### src/rtl/cam_req_ctrl.sv
// cam_req_ctrl
//   Request front-end for the CAM lookup/storage block. Incoming insert/read/
//   delete requests are queued in a small FIFO, issued to the CAM at most one
//   per cycle, and the CAM's same-cycle result is captured into a registered
//   response slot with valid/ready backpressure. Saturating statistics count
//   read hits, read misses and failed inserts.
//
// Ports
//   clk, rst                  clock, synchronous active-high reset
//   req_valid/req_ready       request handshake (req_ready = !fifo_full)
//   req_cmd/key/data          request: 0=INS 1=RD 2=DEL 3=NOP (NOP dropped)
//   cam_cmd/key/data          command to CAM (NOP and zeros when not issuing)
//   cam_out_valid/data        CAM combinational result for current cam_cmd
//   rsp_valid/rsp_ready       response slot handshake
//   rsp_cmd/ok/data           captured response fields
//   rd_hit_cnt, rd_miss_cnt,
//   ins_fail_cnt              saturating statistics counters
module cam_req_ctrl #(
  parameter int unsigned K_WIDTH    = 10,
  parameter int unsigned D_WIDTH    = 10,
  parameter int unsigned FIFO_DEPTH = 4,
  parameter int unsigned CNT_WIDTH  = 16
) (
  input  logic                 clk,
  input  logic                 rst,
  input  logic                 req_valid,
  output logic                 req_ready,
  input  logic [1:0]           req_cmd,
  input  logic [K_WIDTH-1:0]   req_key,
  input  logic [D_WIDTH-1:0]   req_data,
  output logic [1:0]           cam_cmd,
  output logic [K_WIDTH-1:0]   cam_key,
  output logic [D_WIDTH-1:0]   cam_data,
  input  logic                 cam_out_valid,
  input  logic [D_WIDTH-1:0]   cam_out_data,
  output logic                 rsp_valid,
  input  logic                 rsp_ready,
  output logic [1:0]           rsp_cmd,
  output logic                 rsp_ok,
  output logic [D_WIDTH-1:0]   rsp_data,
  output logic [CNT_WIDTH-1:0] rd_hit_cnt,
  output logic [CNT_WIDTH-1:0] rd_miss_cnt,
  output logic [CNT_WIDTH-1:0] ins_fail_cnt
);

  localparam int unsigned PTR_W = $clog2(FIFO_DEPTH);
  localparam int unsigned OCC_W = $clog2(FIFO_DEPTH) + 1;
  localparam logic [OCC_W-1:0] OCC_FULL = OCC_W'(FIFO_DEPTH);

  typedef enum logic [1:0] {
    CMD_INS = 2'd0,
    CMD_RD  = 2'd1,
    CMD_DEL = 2'd2,
    CMD_NOP = 2'd3
  } cmd_e;

  typedef enum logic [1:0] {
    ST_IDLE  = 2'd0,
    ST_BUSY  = 2'd1,
    ST_STALL = 2'd2
  } state_e;

  // Request FIFO storage
  logic [1:0]         cmd_mem_q  [FIFO_DEPTH];
  logic [K_WIDTH-1:0] key_mem_q  [FIFO_DEPTH];
  logic [D_WIDTH-1:0] data_mem_q [FIFO_DEPTH];

  logic [PTR_W-1:0] wr_ptr_q, wr_ptr_d;
  logic [PTR_W-1:0] rd_ptr_q, rd_ptr_d;
  logic [OCC_W-1:0] occ_q, occ_d;

  logic               rsp_valid_q, rsp_valid_d;
  logic [1:0]         rsp_cmd_q, rsp_cmd_d;
  logic               rsp_ok_q, rsp_ok_d;
  logic [D_WIDTH-1:0] rsp_data_q, rsp_data_d;

  logic [CNT_WIDTH-1:0] rd_hit_q, rd_hit_d;
  logic [CNT_WIDTH-1:0] rd_miss_q, rd_miss_d;
  logic [CNT_WIDTH-1:0] ins_fail_q, ins_fail_d;

  logic               fifo_nonempty;
  logic               fifo_full;
  logic               push;
  logic               issue;
  state_e             state;
  logic [1:0]         head_cmd;
  logic [K_WIDTH-1:0] head_key;
  logic [D_WIDTH-1:0] head_data;

  assign fifo_nonempty = (occ_q != '0);
  assign fifo_full     = (occ_q == OCC_FULL);
  assign req_ready     = !fifo_full;
  assign push          = req_valid && !fifo_full && (req_cmd != CMD_NOP);

  assign head_cmd  = cmd_mem_q[rd_ptr_q];
  assign head_key  = key_mem_q[rd_ptr_q];
  assign head_data = data_mem_q[rd_ptr_q];

  // Controller state is decoded from registered occupancy and the response
  // slot rather than stored, so it can never disagree with them.
  always_comb begin
    state = ST_IDLE;
    if (rsp_valid_q && !rsp_ready) begin
      state = ST_STALL;
    end else if (fifo_nonempty) begin
      state = ST_BUSY;
    end
  end

  assign issue = (state == ST_BUSY);

  // CAM command drive: head of FIFO while issuing, NOP otherwise
  always_comb begin
    cam_cmd  = CMD_NOP;
    cam_key  = '0;
    cam_data = '0;
    if (issue) begin
      cam_cmd  = head_cmd;
      cam_key  = head_key;
      cam_data = head_data;
    end
  end

  // FIFO pointers and occupancy
  always_comb begin
    wr_ptr_d = wr_ptr_q;
    rd_ptr_d = rd_ptr_q;
    occ_d    = occ_q;
    if (push) begin
      wr_ptr_d = wr_ptr_q + PTR_W'(1);
    end
    if (issue) begin
      rd_ptr_d = rd_ptr_q + PTR_W'(1);
    end
    case ({push, issue})
      2'b10:   occ_d = occ_q + OCC_W'(1);
      2'b01:   occ_d = occ_q - OCC_W'(1);
      default: occ_d = occ_q;
    endcase
  end

  // Response slot: an issue overwrites the slot even while it is being
  // drained, so the slot only empties on a drain without a new issue.
  always_comb begin
    rsp_valid_d = rsp_valid_q;
    rsp_cmd_d   = rsp_cmd_q;
    rsp_ok_d    = rsp_ok_q;
    rsp_data_d  = rsp_data_q;
    if (issue) begin
      rsp_valid_d = 1'b1;
      rsp_cmd_d   = head_cmd;
      rsp_ok_d    = (head_cmd == CMD_DEL) ? 1'b1 : cam_out_valid;
      rsp_data_d  = ((head_cmd == CMD_RD) && cam_out_valid) ? cam_out_data : '0;
    end else if (rsp_valid_q && rsp_ready) begin
      rsp_valid_d = 1'b0;
    end
  end

  // Saturating statistics
  always_comb begin
    rd_hit_d   = rd_hit_q;
    rd_miss_d  = rd_miss_q;
    ins_fail_d = ins_fail_q;
    if (issue) begin
      if (head_cmd == CMD_RD) begin
        if (cam_out_valid) begin
          if (rd_hit_q != '1) rd_hit_d = rd_hit_q + CNT_WIDTH'(1);
        end else begin
          if (rd_miss_q != '1) rd_miss_d = rd_miss_q + CNT_WIDTH'(1);
        end
      end else if ((head_cmd == CMD_INS) && !cam_out_valid) begin
        if (ins_fail_q != '1) ins_fail_d = ins_fail_q + CNT_WIDTH'(1);
      end
    end
  end

  always_ff @(posedge clk) begin
    if (push) begin
      cmd_mem_q[wr_ptr_q]  <= req_cmd;
      key_mem_q[wr_ptr_q]  <= req_key;
      data_mem_q[wr_ptr_q] <= req_data;
    end
  end

  always_ff @(posedge clk) begin
    if (rst) begin
      wr_ptr_q    <= '0;
      rd_ptr_q    <= '0;
      occ_q       <= '0;
      rsp_valid_q <= 1'b0;
      rsp_cmd_q   <= CMD_NOP;
      rsp_ok_q    <= 1'b0;
      rsp_data_q  <= '0;
      rd_hit_q    <= '0;
      rd_miss_q   <= '0;
      ins_fail_q  <= '0;
    end else begin
      wr_ptr_q    <= wr_ptr_d;
      rd_ptr_q    <= rd_ptr_d;
      occ_q       <= occ_d;
      rsp_valid_q <= rsp_valid_d;
      rsp_cmd_q   <= rsp_cmd_d;
      rsp_ok_q    <= rsp_ok_d;
      rsp_data_q  <= rsp_data_d;
      rd_hit_q    <= rd_hit_d;
      rd_miss_q   <= rd_miss_d;
      ins_fail_q  <= ins_fail_d;
    end
  end

  assign rsp_valid    = rsp_valid_q;
  assign rsp_cmd      = rsp_cmd_q;
  assign rsp_ok       = rsp_ok_q;
  assign rsp_data     = rsp_data_q;
  assign rd_hit_cnt   = rd_hit_q;
  assign rd_miss_cnt  = rd_miss_q;
  assign ins_fail_cnt = ins_fail_q;

endmodule

### config.mk
export PLATFORM = sky130hd
export DESIGN_NAME = cam_req_ctrl
export DESIGN_NICKNAME = d
export VERILOG_FILES = /design/src/rtl/cam_req_ctrl.sv
export SDC_FILE = /design/constraint.sdc
export NUM_CORES = 1
export LEC_CHECK = 0
export CAP_MARGIN = 10
export CORE_MARGIN = 4
export CORE_UTILIZATION = 24
export CTS_BUF_LIST = sky130_fd_sc_hd__clkbuf_4 sky130_fd_sc_hd__clkbuf_8
export DETAILED_ROUTE_END_ITERATION = 10
export GPL_TIMING_DRIVEN = 0
export PLACE_DENSITY = 0.46
export SETUP_SLACK_MARGIN = 0.02
export SLEW_MARGIN = 20
export SYNTH_ARGS = -nofsm -noshare
export SYNTH_HDL_FRONTEND = slang
export SYNTH_SLANG_ARGS = --single-unit
### constraint.sdc
create_clock -name clk -period 3.3 [get_ports clk]
set_input_delay 0.33 -clock clk [delete_from_list [all_inputs] [get_ports clk]]
set_output_delay 0.33 -clock clk [all_outputs]
set_load 0.01 [all_outputs]
==> impl_metrics.env <==
export IMPL_status="complete, no violations"
export IMPL_fp_dieW_um=174.2
export IMPL_htree_levels=4
export IMPL_p_per_area_nw_per_um2=632.7
export IMPL_slew_headroom_pct=50.22
export IMPL_yosysTopAreaCellShare_pct=39.85
export IMPL_worstPathCellList="nor3_2 > or2_2 > clkinv_1 > clkbuf_2 > and2_1 > clkdlybuf4s50_1"
export IMPL_synth_area_um2=6631
export IMPL_core_area_um2=27100
export IMPL_wl_per_cell_um=16.34
export IMPL_fin_worst_skew_ns=0.01787
export IMPL_cp_slowest_cell="clkdlybuf4s50_1"
export IMPL_yosys_most_used_dff="edfxtp_1"
export IMPL_cts_hold_buffers=0
export IMPL_vias_per_cell=4.478
export IMPL_critPathMaxStageDelay_ns=0.49
export IMPL_synth_area_leader_cell="edfxtp_1"
export IMPL_gp_congestion=0.7977
export IMPL_synthTopCellsByArea="edfxtp_1 40%, dfxtp_1 21%, mux4_2 7.5%, xnor2_1 3.8%, nor2_1 3.5%"
export IMPL_fin_nets=711
export IMPL_power_total_mw=5.550
export IMPL_critPathKind="reg -> out"
export IMPL_swShare_pct=33.93
export IMPL_syn_to_final_growth_pct=32.26
export IMPL_synth_nets=571
export IMPL_io_pins=122
export IMPL_start_kind="flop"
export IMPL_final_util_pct=32.36
export IMPL_synth_seq_area_share_pct=61.28
export IMPL_fin_crit_ns=3.065
export IMPL_worst_path_buf_inv=3
export IMPL_grt_pass1_wl_mm=27.27
export IMPL_async_flop_share_pct=0
export IMPL_grt_use_total_pct=11.43
export IMPL_worstPathRequired_ns=2.97
export IMPL_clock_sinks=159
export IMPL_cp_top_family="buffers and inverters"
export IMPL_hold_class="in -> reg"
export IMPL_antenna_found_initial=0
export IMPL_finalSetupViolations=0
export IMPL_synth_edff_count=88
export IMPL_netSwitchingPower_mw=1.883
export IMPL_yosys_warnings=0
export IMPL_first_global_vias=4785
export IMPL_max_cap_viol_count=0
export IMPL_hpwl_mm=11.91
export IMPL_synthCells=525
export IMPL_antenna_left=0
export IMPL_seqPwrFrac_pct=41.8
export IMPL_cts_buffers=17
export IMPL_finalMaxSlewViolations=0
export IMPL_cts_buffer_depth=2
export IMPL_drive_gt1_share_pct=11.65
export IMPL_drt_initial_drc_count=294
export IMPL_n_fill_cell=2751
export IMPL_synth_distinct_cells=48
export IMPL_internal_power_mw=3.667
export IMPL_p_leak_nw=2.744
export IMPL_insertion_delay_ns=0.46
export IMPL_row_count=60
export IMPL_syn_avg_cell_area_um2=12.63
export IMPL_ys_seq_elements=159
export IMPL_cts_tree="yes"
export IMPL_grt_overflow=0
export IMPL_critPathMaxFanout=10
export IMPL_fmax_ghz=0.3262
export IMPL_clk_pin_slew_ns=0.11
export IMPL_start_util_pct=24.47
export IMPL_fp_dieH_um=174.2
export IMPL_hold_violations=0
export IMPL_grt_max_degree=23
export IMPL_cts_root_buf="clkbuf_8"
export IMPL_cts_setup_buffers=0
export IMPL_vdd_drop_max_v=0.0002669
export IMPL_cp_arrival_ns=2.74
export IMPL_vias=4702
export IMPL_clkPwrFrac_pct=26.9
export IMPL_n_antenna_cell=0
export IMPL_cp_end_kind="output pin"
export IMPL_tightest_slew_ns=0.7399
export IMPL_fin_crit_sh_pct=92.89
export IMPL_io_buffers=121
export IMPL_wl_mm=17.16
export IMPL_drc_errors=0
export IMPL_combPwrFrac_pct=31.3
export IMPL_die_area_um2=30350
export IMPL_setup_tns_final_ns=0
export IMPL_grt_setup_unrepaired="false"
export IMPL_drt_pass1_iter_count=4
==> kinds of logic (layout without fill, tap and decap cells) <==
family	after synthesis	after routing	share of synthesized area [%]
fa+ha+maj	9	9	1.811
flops	159	159	61.28
xor+xnor	33	33	4.358
compound gates	47	47	4.547
buf+inv	37	190	2.226
mux	28	28	8.453
simple gates	212	212	17.32
==> registers in the layout, indices dropped and copies added, names as in the netlist, 2 cells and up, named ones only <==
signal        cells
occ_q             3
rd_ptr_q          2
wr_ptr_q          2
cmd_mem_q         8
rsp_cmd           2
rd_hit_cnt       16
rd_miss_cnt      16
rsp_data         10
ins_fail_cnt     16
key_mem_q        40
data_mem_q       40
==> routing by layer <==
metal | global-route usage [%] | vias up | wire (um)
met5 | 0 | - | 0
met3 | 3.349 | 25 | 1056
met1 | 14.93 | 2308 | 7676
li1 | - | 2233 | -
met2 | 18.16 | 136 | 8115
met4 | 3.893 | 0 | 312
==> cell usage in the layout, fill, tap and decap left out, types with 10 or more instances in the layout <==
cell type and count:
clkdlybuf4s50_1 121, clkbuf_1 17, nor3_1 18, a22oi_1 10
edfxtp_1 88, mux4_2 22, nor4_1 10, dfxtp_1 71
a21oi_1 15, clkbuf_8 17, nor2_1 62, nand2_1 16
nand3_1 18, nand4_1 15, and2_1 23, inv_1 13
xnor2_1 29
==> path summary, 6_finish.rpt <==
kind         depth (start not counted)  slack (ns)                       end              startpoint
max                                  6        0.23                cam_key[7]   occ_q[2]$_SDFFE_PP0P_
min                                  3        0.49  rsp_data[5]$_SDFFE_PP0P_         cam_out_data[5]
max reg2reg                         10        0.56     occ_q[2]$_SDFFE_PP0P_  rsp_valid$_SDFFE_PP0P_
min reg2reg                          2        0.51       rsp_ok$_SDFFE_PP0P_     rsp_ok$_SDFFE_PP0P_
==> power groups by stage <==
| stage | logic [mW] | clock network (mW) | registers [mW] |
|---|---|---|---|
| floorplan | 0.971 | 0 | 2.36 |
| global placement | 1.75 | 0 | 2.36 |
| detailed placement | 1.75 | 0 | 2.37 |
| CTS | 1.78 | 1.56 | 2.33 |
| global route | 1.93 | 1.65 | 2.34 |
| finish | 1.74 | 1.49 | 2.32 |
==> tightest hold or removal path, stage by stage <==
cell	delay (ns)
clkdlybuf4s50_1	0.45
a22oi_1	0.06
nor2_1	0.07
==> layout make-up <==
type | count | area (um^2) | area share, %
plain buffers | 23 | 112.6 | 1.284
flip-flops and latches | 159 | 4064 | 46.33
clock buffers | 17 | 234.0 | 2.668
well taps | 372 | 465.4 | 5.307
inverters | 14 | 52.55 | 0.5991
clock inverters | 15 | 186.4 | 2.126
repair buffers | 121 | 1211 | 13.81
multi-input cells | 329 | 2445 | 27.87
==> Yosys cell counts, types with 2 or more instances <==
cell and instances:
or4_1 3, mux2_2 4, mux2i_1 2, a31o_2 3, nand4_1 15, ha_1 8
a21oi_1 15, nor4_1 10, a211oi_1 2, a22oi_1 10, inv_1 13, and3_1 4
dfxtp_1 71, or3_1 7, nor2b_1 7, a31oi_1 2, nor2_1 62, nand3b_1 2
o41ai_1 2, o21ai_0 8, and4_1 8, xnor2_1 29, nand2_1 16, edfxtp_1 88
buf_1 2, and2_1 27, nor3b_1 2, xor2_1 4, o31ai_1 2, clkbuf_1 19
nand2b_1 4, mux4_2 22, nor3_1 20, nand3_1 18
==> stage by stage <==
step | std cells | setup WS, ns | hold WS [ns] | cell area [um^2]
global route | 1050 | 0.02379 | 0.4516 | 8771
finish | 1050 | 0.2347 | 0.4866 | 8771
detailed placement | 1018 | -0.1684 | 0.4943 | 8313
floorplan | 525 | 0.8865 | 0.4289 | 6631
CTS | 1050 | 0.04390 | 0.4467 | 8756
global placement | 1018 | -0.08832 | 0.4812 | 8308
==> what timing repair did <==
action,in CTS,in global routing
gates cloned,0,0
gates resized for setup,6,5
setup endpoints to repair,20,14
(Power assumes the default switching activity.)
